[src/rtl/tx_varcic_interp.sv]
// Variable-rate I/Q CIC interpolator: combs at the input rate, zero-stuffing, integrators at the
// strobe rate, then a rate-dependent arithmetic shift and symmetric saturation to OUT_WIDTH.
module tx_varcic_interp #(
    parameter int STAGES    = 5,
    parameter int IN_WIDTH  = 18,
    parameter int ACC_WIDTH = 40,
    parameter int OUT_WIDTH = 18
) (
    input  logic                        clock,
    input  logic                        reset,
    input  logic [5:0]                  rate,
    input  logic                        sample_strobe,
    output logic                        in_req,
    input  logic                        in_valid,
    input  logic signed [IN_WIDTH-1:0]  in_data_I,
    input  logic signed [IN_WIDTH-1:0]  in_data_Q,
    output logic                        out_strobe,
    output logic signed [OUT_WIDTH-1:0] out_data_I,
    output logic signed [OUT_WIDTH-1:0] out_data_Q,
    output logic                        underrun
);
    localparam logic signed [ACC_WIDTH-1:0] OUT_MAX =
        ACC_WIDTH'((64'sd1 <<< (OUT_WIDTH - 1)) - 64'sd1);
    localparam logic signed [ACC_WIDTH-1:0] OUT_MIN = -OUT_MAX;

    function automatic logic [2:0] ceil_log2_rate(input logic [5:0] r);
        if (r <= 6'd2)       return 3'd1;
        else if (r <= 6'd4)  return 3'd2;
        else if (r <= 6'd8)  return 3'd3;
        else if (r <= 6'd16) return 3'd4;
        else if (r <= 6'd32) return 3'd5;
        else                 return 3'd6;
    endfunction

    logic [5:0] rate_clamped;
    logic [5:0] rate_reg;
    logic [5:0] phase_reg;
    logic       pending_reg;
    logic       out_strobe_reg;
    logic       underrun_reg;
    logic       rate_change;
    logic       strobe_eff;
    logic       consume;
    logic [7:0] shift;

    always_comb begin
        rate_clamped = rate;
        if (rate < 6'd2)       rate_clamped = 6'd2;
        else if (rate > 6'd40) rate_clamped = 6'd40;
    end

    // A rate change steals its clock: any strobe arriving with it is dropped.
    assign rate_change = (rate_clamped != rate_reg);
    assign strobe_eff  = sample_strobe && !rate_change;
    assign consume     = strobe_eff && (phase_reg == 6'd0);
    assign shift       = 8'(STAGES - 1) * {5'd0, ceil_log2_rate(rate_reg)};

    assign in_req     = consume && !reset;
    assign out_strobe = out_strobe_reg;
    assign underrun   = underrun_reg;

    always_ff @(posedge clock) begin
        if (reset) begin
            rate_reg       <= rate_clamped;
            phase_reg      <= '0;
            pending_reg    <= 1'b0;
            out_strobe_reg <= 1'b0;
            underrun_reg   <= 1'b0;
        end else if (rate_change) begin
            rate_reg       <= rate_clamped;
            phase_reg      <= '0;
            pending_reg    <= 1'b0;
            out_strobe_reg <= 1'b0;
        end else begin
            out_strobe_reg <= sample_strobe;
            if (sample_strobe) begin
                phase_reg   <= (phase_reg == rate_reg - 6'd1) ? 6'd0 : phase_reg + 6'd1;
                // pending marks the single non-zero slot of the zero-stuffed stream
                pending_reg <= consume;
            end
            if (consume && !in_valid)
                underrun_reg <= 1'b1;
        end
    end

    logic signed [IN_WIDTH-1:0]  din  [2];
    logic signed [OUT_WIDTH-1:0] dout [2];

    assign din[0]     = in_data_I;
    assign din[1]     = in_data_Q;
    assign out_data_I = dout[0];
    assign out_data_Q = dout[1];

    genvar gi, gs;
    generate
        for (gi = 0; gi < 2; gi++) begin : g_chan
            logic signed [ACC_WIDTH-1:0] comb_delay_reg [STAGES];
            logic signed [ACC_WIDTH-1:0] comb_stage     [STAGES+1];
            logic signed [ACC_WIDTH-1:0] comb_out_reg;
            logic signed [ACC_WIDTH-1:0] integ_reg      [STAGES];
            logic signed [ACC_WIDTH-1:0] integ_last_next;
            logic signed [ACC_WIDTH-1:0] scaled;
            logic signed [OUT_WIDTH-1:0] sat_next;
            logic signed [OUT_WIDTH-1:0] out_reg;

            assign comb_stage[0] = in_valid ? ACC_WIDTH'(din[gi]) : '0;

            for (gs = 0; gs < STAGES; gs++) begin : g_comb
                assign comb_stage[gs+1] = comb_stage[gs] - comb_delay_reg[gs];
            end

            // Output is taken from the value the last integrator is about to hold,
            // so it appears one clock after the strobe.
            assign integ_last_next = integ_reg[STAGES-1] + integ_reg[STAGES-2];
            assign scaled          = integ_last_next >>> shift;
            assign dout[gi]        = out_reg;

            always_comb begin
                sat_next = scaled[OUT_WIDTH-1:0];
                if (scaled > OUT_MAX)      sat_next = OUT_MAX[OUT_WIDTH-1:0];
                else if (scaled < OUT_MIN) sat_next = OUT_MIN[OUT_WIDTH-1:0];
            end

            always_ff @(posedge clock) begin
                if (reset || rate_change) begin
                    for (int k = 0; k < STAGES; k++) begin
                        comb_delay_reg[k] <= '0;
                        integ_reg[k]      <= '0;
                    end
                    comb_out_reg <= '0;
                    out_reg      <= '0;
                end else begin
                    if (consume) begin
                        for (int k = 0; k < STAGES; k++)
                            comb_delay_reg[k] <= comb_stage[k];
                        comb_out_reg <= comb_stage[STAGES];
                    end
                    if (strobe_eff) begin
                        integ_reg[0] <= integ_reg[0] + (pending_reg ? comb_out_reg : '0);
                        for (int k = 1; k < STAGES; k++)
                            integ_reg[k] <= integ_reg[k] + integ_reg[k-1];
                        out_reg <= sat_next;
                    end
                end
            end
        end
    endgenerate
endmodule

[config.mk]
export PLATFORM = sky130hd
export DESIGN_NAME = tx_varcic_interp
export DESIGN_NICKNAME = d
export VERILOG_FILES = /design/src/rtl/tx_varcic_interp.sv
export SDC_FILE = /design/constraint.sdc
export NUM_CORES = 2
export LEC_CHECK = 0
export ABC_AREA = 1
export ABC_CLOCK_PERIOD_IN_PS = 14100
export BUFFER_PORTS_ARGS = -buffer_cell sky130_fd_sc_hd__buf_2
export CAP_MARGIN = 25
export CELL_PAD_IN_SITES_DETAIL_PLACEMENT = 1
export CELL_PAD_IN_SITES_GLOBAL_PLACEMENT = 2
export CORE_MARGIN = 3
export CORE_UTILIZATION = 38
export DETAILED_ROUTE_END_ITERATION = 8
export HOLD_SLACK_MARGIN = 0.05
export PLACE_DENSITY_LB_ADDON = 0.1
export SLEW_MARGIN = 20
export SYNTH_ARGS = -nofsm -noshare
export SYNTH_HDL_FRONTEND = slang
export SYNTH_SLANG_ARGS = --single-unit
[constraint.sdc]
create_clock -name clock -period 14.1 [get_ports clock]
set_clock_uncertainty 0.1 [all_clocks]
set_input_delay 1.41 -clock clock [delete_from_list [all_inputs] [get_ports clock]]
set_output_delay 1.41 -clock clock [all_outputs]
set_load 0.05 [all_outputs]
# [Word-level counts from Yosys, hierarchy flattened]
# Memories as Yosys holds them, arrays and structs flattened.
# Index checks and enable logic that the tools add are counted.
[totals] output_inout_bits=39 mem_bits_rw=800 ff_bits=131 elab_cells=129 mem_count=4 inputBits=46
[memory_table] name="g_chan[0].comb_delay_reg" depth=5 word_bits=40 rd=5 rd_ports_with_merged_regs=0 write_ports=5 line="97" text="logic signed [ACC_WIDTH-1:0] comb_delay_reg [STAGES];"
[memory_table] name="g_chan[0].integ_reg" depth=5 word_bits=40 rd=5 rd_ports_with_merged_regs=0 write_ports=5 line="100" text="logic signed [ACC_WIDTH-1:0] integ_reg [STAGES];"
[memory_table] name="g_chan[1].comb_delay_reg" depth=5 word_bits=40 rd=5 rd_ports_with_merged_regs=0 write_ports=5 line="97"
[memory_table] name="g_chan[1].integ_reg" depth=5 word_bits=40 rd=5 rd_ports_with_merged_regs=0 write_ports=5 line="100"
[classes] n_eq_ne=2 magnitude_cmp=11 bitwise=21 n_shift=2 addsub=22 reduce_logical=12 n_mux=46
[ops] operator="$mux W40" n=24
[ops] operator="$add A40 B40 Y40" n=10
[ops] operator="$sub A40 B40 Y40" n=10
[ops] operator="$gt A40 B18 Y1 const B" n=2
[ops] operator="$lt A40 B18 Y1 const B" n=2
[ops] operator="$sshr A40 B5 Y40" n=2
[ops] operator="$mux W18" n=4
[ops] operator="$mux W6" n=5
[ops] operator="$or A1 B1 Y1" n=20
[ops] operator="$mux W3" n=3
[ops] operator="$mux W1" n=8
[ops] operator="$add A6 B1 Y6 const B" n=1
[ops] operator="$eq A6 B6 Y1" n=1
[ops] operator="$gt A6 B6 Y1 const B" n=1
[ops] operator="$le A6 B2 Y1 const B" n=1
[ops] operator="$le A6 B3 Y1 const B" n=1
[ops] operator="$le A6 B4 Y1 const B" n=1
[ops] operator="$le A6 B5 Y1 const B" n=1
[ops] operator="$le A6 B6 Y1 const B" n=1
[ops] operator="$logic_not A6 Y1" n=1
[ops] operator="$lt A6 B2 Y1 const B" n=1
[ops] operator="$ne A6 B6 Y1" n=1
[ops] operator="$sub A6 B1 Y6 const B" n=1
[ops] operator="$logic_and A1 B1 Y1" n=4
[ops] operator="other kinds (7)" n=10

# [Depth between registers and ports, before layout]
[logic_depth] ltp_word=11 depth_mapped=67 ltp_nobuf=66

# [Worst setup path after synthesis]
# No wires, ideal clock.
[synth_path] path_type="input to register" start="input rate[5]" end="memory g_chan[0].integ_reg[0][0], enable pin" path_slack_ns=3.121 required_ns=13.252 cell_stages=12 arrival_time_ns=10.131 n_path_buf=0 setup_time_ns=0.748 cell_sequence="inv_1 -> nor2_1 -> nand2_1 -> inv_1 -> nor2_1 -> o2111ai_1 -> a21oi_1 -> nand4_1 -> nor4_1 -> clkinv_1 -> nor2_2 -> inv_1"
[synth_lines] item="start: declaration" line="11" text="input logic [5:0] rate,"
[synth_lines] item="end: declaration" line="100"

==> results.md <==
* TritonCTS buffer count at about 120
* Routed wire length at 249000 um
* Fill count at between 20k and 30k
* Fmax at 82.9 MHz
* Row count at 164
* Max reg flops at 400
* First-pass GRT wire length at 396000 um
* Max-Slew Margin vs Limit at 24.3%
* Total negative slack at 0 ns
* Residual DRC count at 0
* Die width at between 400 and 500 um
* GR Overflow Total at 0
* Async set or reset register ratio after synthesis at 0%
* Vias at 70.4k
* GRT Util Overall at 23.4%
* CP startpoint: in_valid
* Register area at roughly 25000 um^2
* Final setup fails at 0
* Clock Tree Root: clkbuf_16
* Clk slew on worst S/H paths at 0.06 ns
* Period utilisation layout at about 86%
* Worst min-delay path category: flip-flop to flip-flop
* Core area at 200000 um^2
* Max incr delay on CP at ~0.47 ns
* R2R cell count at 64
* Hold path endpoint: out_data_I[13]
* WHS Path Cells at 2
* Post-synth EDFFs at ~760
* Layout cells sized above 1 at 3.48%
* Footprint of the multi-input gates at 44000 um^2
* Final hold slack at 0.349 ns
* Postcts setup bufs at 0
* Commonest non-fill, non-tap cell in the layout: nand2_1
* Worst setup margin at about 2.0 ns
* Initial Util at 38.3%
* Buffers on Ports at 84
* WL per Instance at approximately 18 um
* I/O Pins at 85
* NumNets Final at 11.6k
* Vias in the first global route at 73.9k
* Layout area overhead at 9.26%
* Dpl hpwl at about 200000 um
* Hold Fails Final Rpt at 0
* Synth warn at 0
* RePlAce Congestion at around 0.87
* Max H-tree Level at 3
* Worst r2r src: g_chan[0].comb_delay_reg[0][0]
* Pwr per Cell Area at 233 nW/um^2
* Critical path peak fanout at 37
* Unrepaired setup endpoints after global routing: false
* Synth unique cells at 67
* Final Critical Period at ~12 ns
* Type of origin of the critical path: primary input
* Kind of critical path: primary input to flip-flop
* Die height at 455 um
* DRT Pass-1 Iters at 5
* Sequential area share after synthesis at about 33%
* Vias per cell at 5.21
* Die footprint at 207000 um^2
* Leakage power at 40.4 nW
* Hold Crit Start: out_data_I[13]
* Arrival time worst endpoint at roughly 13 ns
* Setup crit end kind: flip-flop
* DRT iter0 DRCs at approximately 2.6k
* Max cap viols at 0
* CTS Sinks at around 890
* Status: complete, no violations
* Largest net degree at the start of global routing at 167
* Fin. max-slew vios at 0
* Peak VDD IR at about 220 uV
* CP Data Required Time at 14.71 ns
* Dominant synthesized flop cell: edfxtp_1
* Worst skew pair latency at 0.76 ns
* Syn_area_per_cell at a little over 7 um^2
* Synth Cell Area at 76800 um^2
* Pre-CTS WS at 1.17 ns
* Post_cts resized at 0
* Most frequent cells in the layout: nand2_1 (2309), inv_1 (1736), a21oi_1 (1292)
* Worst reg2reg setup slack at roughly 3.0 ns
* Worst Tran Pin Value at 1.14 ns
* Net Count, Synth at between 10k and 15k
* CTS tree: done
* FF+latch count, synth at between 800 and 900
* Syn Inst Count at 10.7k
* Crit path max-delay cell type: buf_2
* Cell mode on critical path: nand2_1
* Routed Antenna Nets at 0
* Initial antenna violation count at 5
* Hold_buf cts at 0
* Clk buf depth at 3
* Reg2reg end: g_chan[0].comb_out_reg[39]
==> worst max-delay path: cells and delay by family <==
family / cells / cell delay, ns
buffers and inverters: 13 / 1.57
AO/OA/AOI/OAI: 17 / 3.77
XOR/XNOR: 4 / 1.02
adder cells (fa/ha/maj): 6 / 1.90
AND/OR/NAND/NOR: 26 / 2.98
==> cells in the mapped netlist (6+ instances only) <==
cell / instances / area share (%)
nor2_1: 1191 / 5.8
nand2_1: 2310 / 11
o21ai_1: 32 / 0.21
a211oi_1: 18 / 0.18
xnor2_1: 115 / 1.3
o2111ai_1: 15 / 0.17
o221ai_1: 20 / 0.23
buf_4: 8 / 0.078
nand3b_1: 15 / 0.15
nand3_1: 495 / 3.2
or2_2: 34 / 0.28
fa_1: 20 / 0.52
buf_2: 26 / 0.17
a21boi_0: 30 / 0.29
o21ai_0: 667 / 4.3
xor2_1: 242 / 2.8
clkbuf_1: 128 / 0.63
nor3_1: 80 / 0.52
a221oi_1: 9 / 0.10
o211ai_1: 42 / 0.41
buf_6: 13 / 0.19
o21bai_1: 44 / 0.43
edfxtp_1: 762 / 30
nand2_2: 9 / 0.073
o31ai_1: 9 / 0.088
dfxtp_1: 125 / 3.3
o21a_1: 153 / 1.5
inv_1: 1739 / 8.5
and2_1: 10 / 0.081
o211a_1: 7 / 0.091
and3_1: 8 / 0.065
a21o_1: 56 / 0.55
ha_1: 744 / 12
nor4_1: 27 / 0.22
a31oi_1: 69 / 0.56
buf_1: 11 / 0.054
a21oi_1: 1292 / 8.4
nand4_1: 66 / 0.54
a32o_1: 6 / 0.078
==> cells by family after synthesis <==
logic type,share of synthesized area (%)
xor gates and xnor gates,4.07
AOI/OAI and AO/OA,18.1
and+or+nand+nor,22.4
buffers and inverters,9.69
adders and majority gates,12.6
muxes,0.0130
DFF,33.1
==> area by class of cell <==
class                   instances  share of cell area [%]
inverters                    1747                    7.85
multi-input cells            7886                    52.4
repair buffers                118                   0.898
flip-flops and latches        887                    30.3
clock buffers                 171                    4.07
diodes                          2                 0.00597
clock inverters                51                   0.518
well taps                    2656                    3.96
==> through the flow <==
step                      area (um^2)  power, W  utilization [%]  cells
after detailed placement        80000    0.0166             39.9  13300
after global placement          80000    0.0164             39.9  13300
after global routing            83900    0.0217             41.9  13500
after CTS                       83800    0.0198             41.8  13500
after floorplan                 76800    0.0129                -  10700
final                           83900    0.0195             41.9  13500
==> report_power, final <==
group	leakage (nW)	total (W)	switching [W]	internal [W]
logic	28.1	0.0136	0.00896	0.00462
clock network	1.90	0.00302	0.00125	0.00178
registers	10.3	0.00294	0.0000396	0.00290
total	40.4	0.0195	0.0102	0.00930
==> metal layers <==
layer / part of all wire [%] / up-vias / track usage [%] / wire length, um
li1: - / 35800 / - / -
met1: 44 / 33600 / 28.4 / 110000
met3: 2.1 / 394 / 2.15 / 5310
met5: 0 / - / 0 / 0
met2: 50 / 669 / 43.2 / 124000
met4: 3.8 / 0 / 8.06 / 9410
==> worst max-delay path by stage <==
stage                                 endpoint  slack [ns]  depth (start not counted)
CTS                 g_chan[0].comb_out_reg[39]        1.99                         66
global placement    g_chan[0].comb_out_reg[39]        1.26                         66
floorplan            g_chan[0].integ_reg[0][0]        3.12                         12
detailed placement  g_chan[0].comb_out_reg[39]        1.17                         66
finish              g_chan[0].comb_out_reg[39]        2.04                         66
global route        g_chan[0].comb_out_reg[39]        0.70                         66
Power figures use the tool's default switching activity.
